### src/rtl/bdu_pkg.sv
// Shared definitions for the bit-serial distance unit and its sequencer.
package bdu_pkg;
    localparam int W    = 16;
    localparam int ID_W = 8;

    localparam logic [1:0] CODE_IDLE = 2'b00;
    localparam logic [1:0] CODE_X    = 2'b01;
    localparam logic [1:0] CODE_Y    = 2'b10;
    localparam logic [1:0] CODE_Z    = 2'b11;

    typedef enum logic [2:0] {
        ST_IDLE,
        ST_CLEAR,
        ST_STREAM,
        ST_DRAIN,
        ST_OUT
    } state_t;
endpackage

### src/rtl/bdu_sat_cnt.sv
// Up-counter with increment enable that holds at all-ones instead of wrapping.
module bdu_sat_cnt #(
    parameter int WIDTH = 16
) (
    input  logic             clk,
    input  logic             rst,
    input  logic             i_inc,
    output logic [WIDTH-1:0] o_cnt
);
    logic [WIDTH-1:0] r_cnt;

    always_ff @(posedge clk) begin
        if (!rst) begin
            r_cnt <= '0;
        end else if (i_inc && (r_cnt != {WIDTH{1'b1}})) begin
            r_cnt <= r_cnt + WIDTH'(1);
        end
    end

    assign o_cnt = r_cnt;
endmodule

### src/rtl/bdu_ctrl.sv
// Sequencer that streams query/candidate bits MSB-first into an external BDU,
// honours early termination at bit-group boundaries and returns the distance.
//
//  state    | meaning
//  ---------+-------------------------------------------------------------
//  IDLE     | in_ready high, waiting for a job
//  CLEAR    | one cycle, clears the BDU accumulators
//  STREAM   | one BDU step per cycle, x,y,z per bit, MSB first
//  DRAIN    | one cycle, captures the BDU distance
//  OUT      | result presented until out_ready
module bdu_ctrl #(
    parameter int W    = bdu_pkg::W,
    parameter int ID_W = bdu_pkg::ID_W
) (
    input  logic            clk,
    input  logic            rst,
    input  logic            in_valid,
    output logic            in_ready,
    input  logic [W-1:0]    q_x,
    input  logic [W-1:0]    q_y,
    input  logic [W-1:0]    q_z,
    input  logic [W-1:0]    r_x,
    input  logic [W-1:0]    r_y,
    input  logic [W-1:0]    r_z,
    input  logic [ID_W-1:0] in_id,
    input  logic [2*W-1:0]  in_thresh,
    output logic            out_valid,
    input  logic            out_ready,
    output logic [ID_W-1:0] out_id,
    output logic [2*W-1:0]  out_dist,
    output logic            out_pruned,
    output logic            bdu_clr,
    output logic            bdu_q_bit,
    output logic            bdu_r_bit,
    output logic [1:0]      bdu_code,
    output logic [6:0]      bdu_which_bit,
    output logic [2*W-1:0]  bdu_thresh,
    input  logic            bdu_terminate,
    input  logic [2*W-1:0]  bdu_dist,
    output logic [15:0]     cnt_done,
    output logic [15:0]     cnt_pruned
);
    import bdu_pkg::*;

    localparam int BW = $clog2(W);

    state_t          r_state;
    state_t          w_next;
    logic [W-1:0]    r_lat_qx, r_lat_qy, r_lat_qz;
    logic [W-1:0]    r_lat_rx, r_lat_ry, r_lat_rz;
    logic [ID_W-1:0] r_id;
    logic [2*W-1:0]  r_thresh;
    logic [2*W-1:0]  r_dist;
    logic            r_pruned;
    logic [BW-1:0]   r_bit;
    logic [1:0]      r_dim;
    logic            w_accept;
    logic            w_term;
    logic            w_last;

    assign w_accept = in_valid && (r_state == ST_IDLE);
    // Terminate is only meaningful once a whole x,y,z group has been absorbed.
    assign w_term   = (r_state == ST_STREAM) && (r_dim == CODE_X)
                      && (r_bit != BW'(W-1)) && bdu_terminate;
    assign w_last   = (r_dim == CODE_Z) && (r_bit == '0);

    always_ff @(posedge clk) begin
        if (!rst) begin
            r_state <= ST_IDLE;
        end else begin
            r_state <= w_next;
        end
    end

    always_comb begin
        w_next        = r_state;
        in_ready      = 1'b0;
        out_valid     = 1'b0;
        bdu_clr       = !rst;
        bdu_code      = CODE_IDLE;
        bdu_q_bit     = 1'b0;
        bdu_r_bit     = 1'b0;
        bdu_which_bit = '0;
        case (r_state)
            ST_IDLE: begin
                in_ready = 1'b1;
                if (in_valid) w_next = ST_CLEAR;
            end
            ST_CLEAR: begin
                bdu_clr = 1'b1;
                w_next  = ST_STREAM;
            end
            ST_STREAM: begin
                bdu_code      = r_dim;
                bdu_which_bit = 7'({r_bit, 1'b0});
                case (r_dim)
                    CODE_X: begin
                        bdu_q_bit = r_lat_qx[r_bit];
                        bdu_r_bit = r_lat_rx[r_bit];
                    end
                    CODE_Y: begin
                        bdu_q_bit = r_lat_qy[r_bit];
                        bdu_r_bit = r_lat_ry[r_bit];
                    end
                    default: begin
                        bdu_q_bit = r_lat_qz[r_bit];
                        bdu_r_bit = r_lat_rz[r_bit];
                    end
                endcase
                if (w_term)      w_next = ST_OUT;
                else if (w_last) w_next = ST_DRAIN;
            end
            ST_DRAIN: w_next = ST_OUT;
            ST_OUT: begin
                out_valid = 1'b1;
                if (out_ready) w_next = ST_IDLE;
            end
            default: w_next = ST_IDLE;
        endcase
    end

    always_ff @(posedge clk) begin
        if (!rst) begin
            r_lat_qx <= '0;  r_lat_qy <= '0;  r_lat_qz <= '0;
            r_lat_rx <= '0;  r_lat_ry <= '0;  r_lat_rz <= '0;
            r_id     <= '0;
            r_thresh <= '0;
            r_dist   <= '0;
            r_pruned <= 1'b0;
            r_bit    <= '0;
            r_dim    <= CODE_IDLE;
        end else begin
            if (w_accept) begin
                r_lat_qx <= q_x;  r_lat_qy <= q_y;  r_lat_qz <= q_z;
                r_lat_rx <= r_x;  r_lat_ry <= r_y;  r_lat_rz <= r_z;
                r_id     <= in_id;
                r_thresh <= in_thresh;
            end
            case (r_state)
                ST_CLEAR: begin
                    r_bit <= BW'(W-1);
                    r_dim <= CODE_X;
                end
                ST_STREAM: begin
                    if (w_term) begin
                        r_dist   <= '0;
                        r_pruned <= 1'b1;
                    end else if (!w_last) begin
                        if (r_dim == CODE_Z) begin
                            r_dim <= CODE_X;
                            r_bit <= r_bit - BW'(1);
                        end else begin
                            r_dim <= r_dim + 2'd1;
                        end
                    end
                end
                ST_DRAIN: begin
                    r_dist   <= bdu_dist;
                    r_pruned <= 1'b0;
                end
                default: ;
            endcase
        end
    end

    assign out_id     = r_id;
    assign out_dist   = r_dist;
    assign out_pruned = r_pruned;
    assign bdu_thresh = r_thresh;

    bdu_sat_cnt #(.WIDTH(16)) u_cnt_done (
        .clk   (clk),
        .rst   (rst),
        .i_inc (out_valid && out_ready && !r_pruned),
        .o_cnt (cnt_done)
    );

    bdu_sat_cnt #(.WIDTH(16)) u_cnt_pruned (
        .clk   (clk),
        .rst   (rst),
        .i_inc (out_valid && out_ready && r_pruned),
        .o_cnt (cnt_pruned)
    );
endmodule
### config.mk
export PLATFORM = sky130hd
export DESIGN_NAME = bdu_ctrl
export DESIGN_NICKNAME = d
export VERILOG_FILES = /design/src/rtl/bdu_pkg.sv /design/src/rtl/bdu_sat_cnt.sv /design/src/rtl/bdu_ctrl.sv
export SDC_FILE = /design/constraint.sdc
export NUM_CORES = 1
export LEC_CHECK = 0
export CORE_MARGIN = 2
export CORE_UTILIZATION = 33
export DETAILED_ROUTE_END_ITERATION = 10
export SLEW_MARGIN = 20
export SYNTH_ARGS = -nofsm -noshare
export SYNTH_HDL_FRONTEND = slang
export SYNTH_SLANG_ARGS = --single-unit
### constraint.sdc
create_clock -name clk -period 2.5 [get_ports clk]
set_input_delay 0.375 -clock clk [delete_from_list [all_inputs] [get_ports clk]]
set_output_delay 0.375 -clock clk [all_outputs]
set_load 0.01 [all_outputs]
==> results of run 1 <==
[registers in the layout, summed over array words and instances (netlist names), 8 cells and up]
| signal | count |
|---|---|
| u_cnt_pruned.o_cnt | 16 |
| r_lat_qy | 16 |
| out_id | 8 |
| r_lat_rz | 16 |
| r_lat_qz | 16 |
| bdu_thresh | 32 |
| u_cnt_done.o_cnt | 16 |
| r_lat_qx | 16 |
| r_lat_ry | 16 |
| out_dist | 32 |
| r_lat_rx | 16 |
[layout make-up]
type / instances / area share
clock buffer: 30 / 0.0512
clock inverter: 14 / 0.0156
inverter: 13 / 0.00408
multi-input combinational: 741 / 0.330
sequential: 210 / 0.320
tap: 335 / 0.0318
timing repair buffer: 323 / 0.247
[logic make-up after synthesis]
family | share of synthesized area
simple gates | 0.225
compound gates | 0.156
flops | 0.475
buf+inv | 0.0447
mux | 0.0692
xor+xnor | 0.0188
fa+ha+maj | 0.0113
other cells | 0.000424
[routing by layer]
layer	GRT usage	wire length, um
met1	0.241	12000
met2	0.307	12800
met3	0.0322	1540
met4	0.0435	552
met5	0	0
[synth_stat cells (all sizes together) (12+ instances only)]
cell type | number | area, um2
nand2 | 293 | 1100
dfxtp | 210 | 4200
a21oi | 153 | 769
nor2 | 64 | 243
clkbuf | 44 | 165
a22oi | 34 | 255
buf | 33 | 181
nand3 | 25 | 125
mux4 | 20 | 450
mux2i | 14 | 140
inv | 12 | 45.0
xor2 | 12 | 105
[worst min-delay path by stage]
stage | start | end | slack [ps] | cells past startpoint
floorplan | r_lat_qy[0] | r_lat_qy[0] | 430 | 2
finish | q_x[7] | r_lat_qx[7] | 400 | 3
detailed placement | r_lat_ry[0] | r_lat_ry[0] | 440 | 2
global placement | bdu_thresh[27] | bdu_thresh[27] | 440 | 2
global route | in_thresh[21] | bdu_thresh[21] | 400 | 3
CTS | q_x[0] | r_lat_qx[0] | 380 | 3
[critical path, cell delays in order (launching register included)]
cell,delay [ps]
dfxtp_4,420
buf_6,130
mux4_2,470
mux2_2,290
nand3_1,110
a31oi_2,130
buf_2,170
[through the flow]
step                cell area [um2]  worst slack (ps)   util
floorplan                      8860               342      -
global placement              12100             -18.4  0.463
detailed placement            12100              6.84  0.463
CTS                           13100              -111  0.501
global route                  13200              -238  0.503
finish                        13200              -108  0.503
[repair_timing]
item,in CTS,in global routing
hold endpoints to repair,0,0
pin swaps,5,3
resized for setup,34,6
endpoints found under the setup margin,9,38
setup buffers,4,3
[placed cells by master, fill, tap and decap left out, types with 7 or more instances in the layout]
cell type        instances
ha_1                     8
clkdlybuf4s50_1        282
clkbuf_16               25
buf_4                   24
xor2_1                  12
a21oi_1                152
nand2_1                291
mux2i_1                 14
a31oi_1                  7
nor2_1                  61
nand3_1                 21
buf_12                   9
mux4_2                  20
a22oi_1                 32
xnor2_1                  7
dfxtp_1                206
inv_1                   12
[power groups by stage]
stage | Clock [uW] | Combinational [uW] | Sequential [uW]
after floorplan | 0 | 948 | 3790
after global placement | 0 | 1710 | 3830
after detailed placement | 0 | 1720 | 3830
after CTS | 3990 | 1780 | 3760
after global routing | 4120 | 1940 | 3790
final | 3870 | 1780 | 3760
==> results.json, run 1 <==
{
  "status": "finished, violations left",
  "violations": "negative setup slack",
  "tns_ps": -205,
  "grt_overflow_total": 0,
  "power.switching_uw": 2470,
  "syn_area_um2": 8850,
  "dp_hpwl_um": 19100,
  "ys_seq_elements": 210,
  "diodes": 0,
  "regArea_um2": 4220,
  "r2r_start": "r_bit[1]",
  "clock_skew_ps": 19.1,
  "grt_pass1_wl_um": 41900,
  "clkLatencyLatePin_ps": 520,
  "p_sw_frac": 0.263,
  "grt_max_degree": 79,
  "synth_warnings": 0,
  "power_density_nw_per_um2": 714,
  "finalPower_uw": 9410,
  "cts.clk_slew.worst_paths_ps": 60,
  "synth_area_per_cell_um2": 8.52,
  "peakVddDrop_uv": 336,
  "final_cells": 1666,
  "vias": 8214,
  "endpoint": "bdu_q_bit",
  "ios": 292,
  "grt_usage": 0.181,
  "comb_power_share": 0.189,
  "h-tree-depth": 1,
  "antenna_found_initial": 0,
  "cp_max_fo": 5,
  "drc": 0,
  "clkPwrFrac": 0.411,
  "port_buffers": 288,
  "max_cap_violations": 0,
  "initial_utilization": 0.338,
  "crit_type": "register to output pin",
  "cts_tree": "done",
  "die_w_um": 168,
  "routedWlPerCell_um": 16.2,
  "hold_buffers": 0,
  "fin_crit_sh": 1.04,
  "drtIter0Drc": 503,
  "postRouteAntennaNets": 0,
  "setup_viol": 2,
  "ys.flop_type": "dfxtp_1",
  "die_y_um": 168,
  "grt_pass1_vias": 7816,
  "crit_required_ps": 2120,
  "fill_cells": 2527,
  "hp-class": "input pin to register",
  "seq_area_frac_synth": 0.475,
  "area_growth_pct": 48.8,
  "cts.sink_count": 210,
  "cts_buffers": 24,
  "crit_path_start": "r_bit[0]",
  "coreArea_um2": 26200,
  "slew_violations": 0,
  "final-hold-violation-count": 0,
  "via_per_inst": 4.93,
  "synth_cell_type_count": 66,
  "totalWireLength_um": 26900,
  "rsz0062_at_grt": "yes",
  "dr.pass1.iters": 6,
  "worst_slew_pin_slew_ps": 653,
  "nets": 1494,
  "relSlewSlack": 0.562,
  "drive_above_1_share": 0.106,
  "ff2ff_path_depth": 8,
  "dieArea_um2": 28200,
  "synthCells": 1039,
  "setup_ws_ps": -108,
  "rows": 59,
  "synth_edf_count": 0,
  "async_reset_ff_frac": 0,
  "reg2reg_slack_ps": 270,
  "p_int_uw": 6940,
  "endpoint_kind": "output pin",
  "gp_congestion": 0.791,
  "multi_input_area_um2": 4350,
  "fmax_mhz": 384,
  "root_buffer": "clkbuf_16",
  "seqPwrFrac": 0.400,
  "hold-worst-slack_ps": 403,
  "p_leak_uw": 0.00481,
  "arrival_ps": 2230,
  "min_period_ps": 2610,
  "place_inst": 1615,
  "cts_buffer_depth": 3,
  "worstSetupStartpointType": "register",
  "r2r-end": "out_dist[15]"
}
No activity file was read; power rests on OpenSTA's default activity.
==> run 2, diff against run 1 <==
ABC_AREA = 1   (was not set)
CTS_CLUSTER_SIZE = 25   (was not set)
==> results.json, run 2 <==
{
  "comb_power_share": 0.384,
  "synth_top_family_by_area": "simple AND/OR/NAND/NOR gates",
  "grt_max_degree": 115,
  "antenna_found_initial": 8,
  "endpoint_kind": "output pin",
  "clkPwrFrac": 0.273,
  "status": "completed",
  "arrival_ps": 2110,
  "power.switching_uw": 4610,
  "routedWlPerCell_um": 15.6,
  "seq_area_frac_synth": 0.450,
  "ys_top_cells_by_count": "nand2_1, a21oi_1, dfxtp_1, nand3_1, inv_1",
  "worstSetupStartpointType": "register",
  "seqPwrFrac": 0.343,
  "path_buf_inv": 4,
  "power_density_nw_per_um2": 938,
  "max_cap_violations": 0,
  "yosysMostFrequentCell": "nand2_1",
  "die_y_um": 172,
  "grt_use_met1": 0.257,
  "p_leak_uw": 0.00524,
  "min_period_ps": 2480,
  "synth_top_area_cell": "dfxtp_1",
  "worstHoldStart": "bdu_dist[10]",
  "h-tree-depth": 1,
  "synth_area_per_cell_um2": 7.08,
  "r2r-end": "u_cnt_done.o_cnt[12]",
  "rsz0062_at_grt": "yes",
  "final_cell_mix": "nand2_1, clkdlybuf4s50_1, a21oi_1",
  "hold_depth": 3,
  "grt_usage": 0.200,
  "synth_warnings": 0,
  "path_common_cell": "nand2_1",
  "r2r_start": "u_cnt_done.o_cnt[0]",
  "cp_max_fo": 8,
  "synth_fa_ha_area_frac": 0.0107,
  "relSlewSlack": 0.563,
  "coreArea_um2": 27800,
  "hold-worst-slack_ps": 421,
  "crit_type": "register to output pin",
  "worst_slew_pin_slew_ps": 655,
  "hp-class": "input pin to register",
  "p_int_uw": 8080,
  "port_buffers": 288,
  "synthSimpleGateAreaFrac": 0.243,
  "crit_required_ps": 2120,
  "via_per_inst": 4.80,
  "crit_chain": "clkbuf_16 > buf_4 > o21ai_0 > nand2_1 > nand2_1 > nand3_1 > o21ai_2 > nand2_2 > inv_1 > clkbuf_2",
  "ff2ff_path_depth": 9,
  "clock_skew_ps": 8.66,
  "dr.pass1.iters": 5,
  "synth_compound_area_frac": 0.183,
  "totalWireLength_um": 30900,
  "path_delay_family": "buffers and inverters",
  "root_buffer": "clkbuf_16",
  "peakVddDrop_uv": 593,
  "fmax_mhz": 403,
  "mostFrequentLayoutCell": "nand2_1",
  "ios": 292,
  "drtIter0Drc": 695,
  "ys.flop_type": "dfxtp_1",
  "cts.sink_count": 210,
  "final-hold-violation-count": 0,
  "synthCells": 1319,
  "fill_cells": 2878,
  "cts_tree": "done",
  "busiest_layer": "met2",
  "setup_viol": 0,
  "ys_seq_elements": 210,
  "synth_area_leaders": "dfxtp_1, nand2_1, a21oi_1",
  "critPathMaxStageDelay_ps": 420,
  "hold_end": "out_dist[10]",
  "drc": 0,
  "synthMuxAreaShare": 0,
  "postRouteAntennaNets": 0,
  "synth_cell_type_count": 34,
  "cts.clk_slew.worst_paths_ps": 60,
  "area_growth_pct": 45.0,
  "gp_congestion": 0.876,
  "hold_buffers": 0,
  "die_w_um": 172,
  "synth_edf_count": 0,
  "initial_utilization": 0.336,
  "async_reset_ff_frac": 0,
  "cts_buffer_depth": 3,
  "nets": 1768,
  "synth_top_area_share": 0.450,
  "clkLatencyLatePin_ps": 510,
  "drive_above_1_share": 0.0692,
  "grtUsageMet3": 0.0698,
  "dieArea_um2": 29600,
  "rows": 61,
  "syn_area_um2": 9330,
  "p_sw_frac": 0.363,
  "slowest_stage": "dfxtp_4",
  "grt_pass1_vias": 9050,
  "slew_violations": 0,
  "dp_slack_ps": 255,
  "vias": 9546,
  "fin_crit_sh": 0.993,
  "dp_hpwl_um": 21400,
  "setup_ws_ps": 18.4,
  "reg2reg_slack_ps": 600,
  "grt_overflow_total": 0,
  "synth-xor-area-share": 0.0113,
  "cts_buffers": 25,
  "grtUsageMet2": 0.320,
  "grt_pass1_wl_um": 47500
}
[run 2: changes by cell type after synthesis, sizes merged, moves of 34 or more]
cell,change
nand3,+118
a21oi,+59
a22oi,-34
inv,+124
o21ai,+114
[run 2: timing repair]
action	4_1_cts	5_1_grt
setup buffers	3	4
resized for setup	16	23
pin swaps	0	3
endpoints found under the setup margin	7	4
gates cloned	1	4
[run 2: worst min-delay path: stages]
cell and delay, ps:
clkdlybuf4s50_1 390, nand2_1 60, a21oi_1 50
[run 2: per-layer routing]
layer,vias to the layer above,wire length [um]
met5,-,55
met4,8,772
met3,56,2670
met2,287,13900
met1,4344,13600
li1,4851,-
[run 2: how the worst max path moves through the flow]
stage,startpoint,endpoint,slack (ps),depth (start not counted)
after CTS,r_bit[0],bdu_q_bit,9,12
final,r_bit[0],bdu_q_bit,20,10
after floorplan,r_bit[0],r_bit[1],710,13
after global routing,r_bit[0],bdu_q_bit,-80,12
after global placement,r_bit[1],bdu_r_bit,290,11
after detailed placement,r_bit[1],bdu_q_bit,260,11
[run 2: layout make-up]
cell class | count | area [um2] | share of cell area
Timing Repair Buffer | 330 | 3320 | 0.245
Inverter | 136 | 522 | 0.0386
Antenna cell | 5 | 12.5 | 0.000925
Tap cell | 378 | 473 | 0.0350
Clock inverter | 8 | 68.8 | 0.00509
Sequential cell | 210 | 4210 | 0.311
Clock buffer | 36 | 697 | 0.0515
Multi-Input combinational cell | 884 | 4230 | 0.312
[run 2: metrics by stage]
step                      utilization  cell area (um2)  cells  TNS (ps)  power [uW]
after floorplan                     -             9340   1321         0        7230
after detailed placement        0.452            12500   1926         0        8940
after CTS                       0.481            13400   1974         0       12600
after global placement          0.452            12500   1926         0        8880
after global routing            0.487            13500   1983     -79.3       13600
final                           0.487            13500   1987         0       12700
[run 2: logic make-up after synthesis]
| logic type | Yosys count |
|---|---|
| other cells | 1 |
| xor+xnor | 12 |
| compound gates | 338 |
| flops | 210 |
| buf+inv | 227 |
| simple gates | 523 |
| fa+ha+maj | 8 |
[run 2: power by group through the flow]
stage / clock [uW] / combinational [uW] / sequential, uW
4_1_cts: 3560 / 4680 / 4310
3_3_place_gp: 0 / 4540 / 4340
3_5_place_dp: 0 / 4580 / 4360
5_1_grt: 3670 / 5460 / 4430
2_1_floorplan: 0 / 2850 / 4380
6_report: 3460 / 4880 / 4350
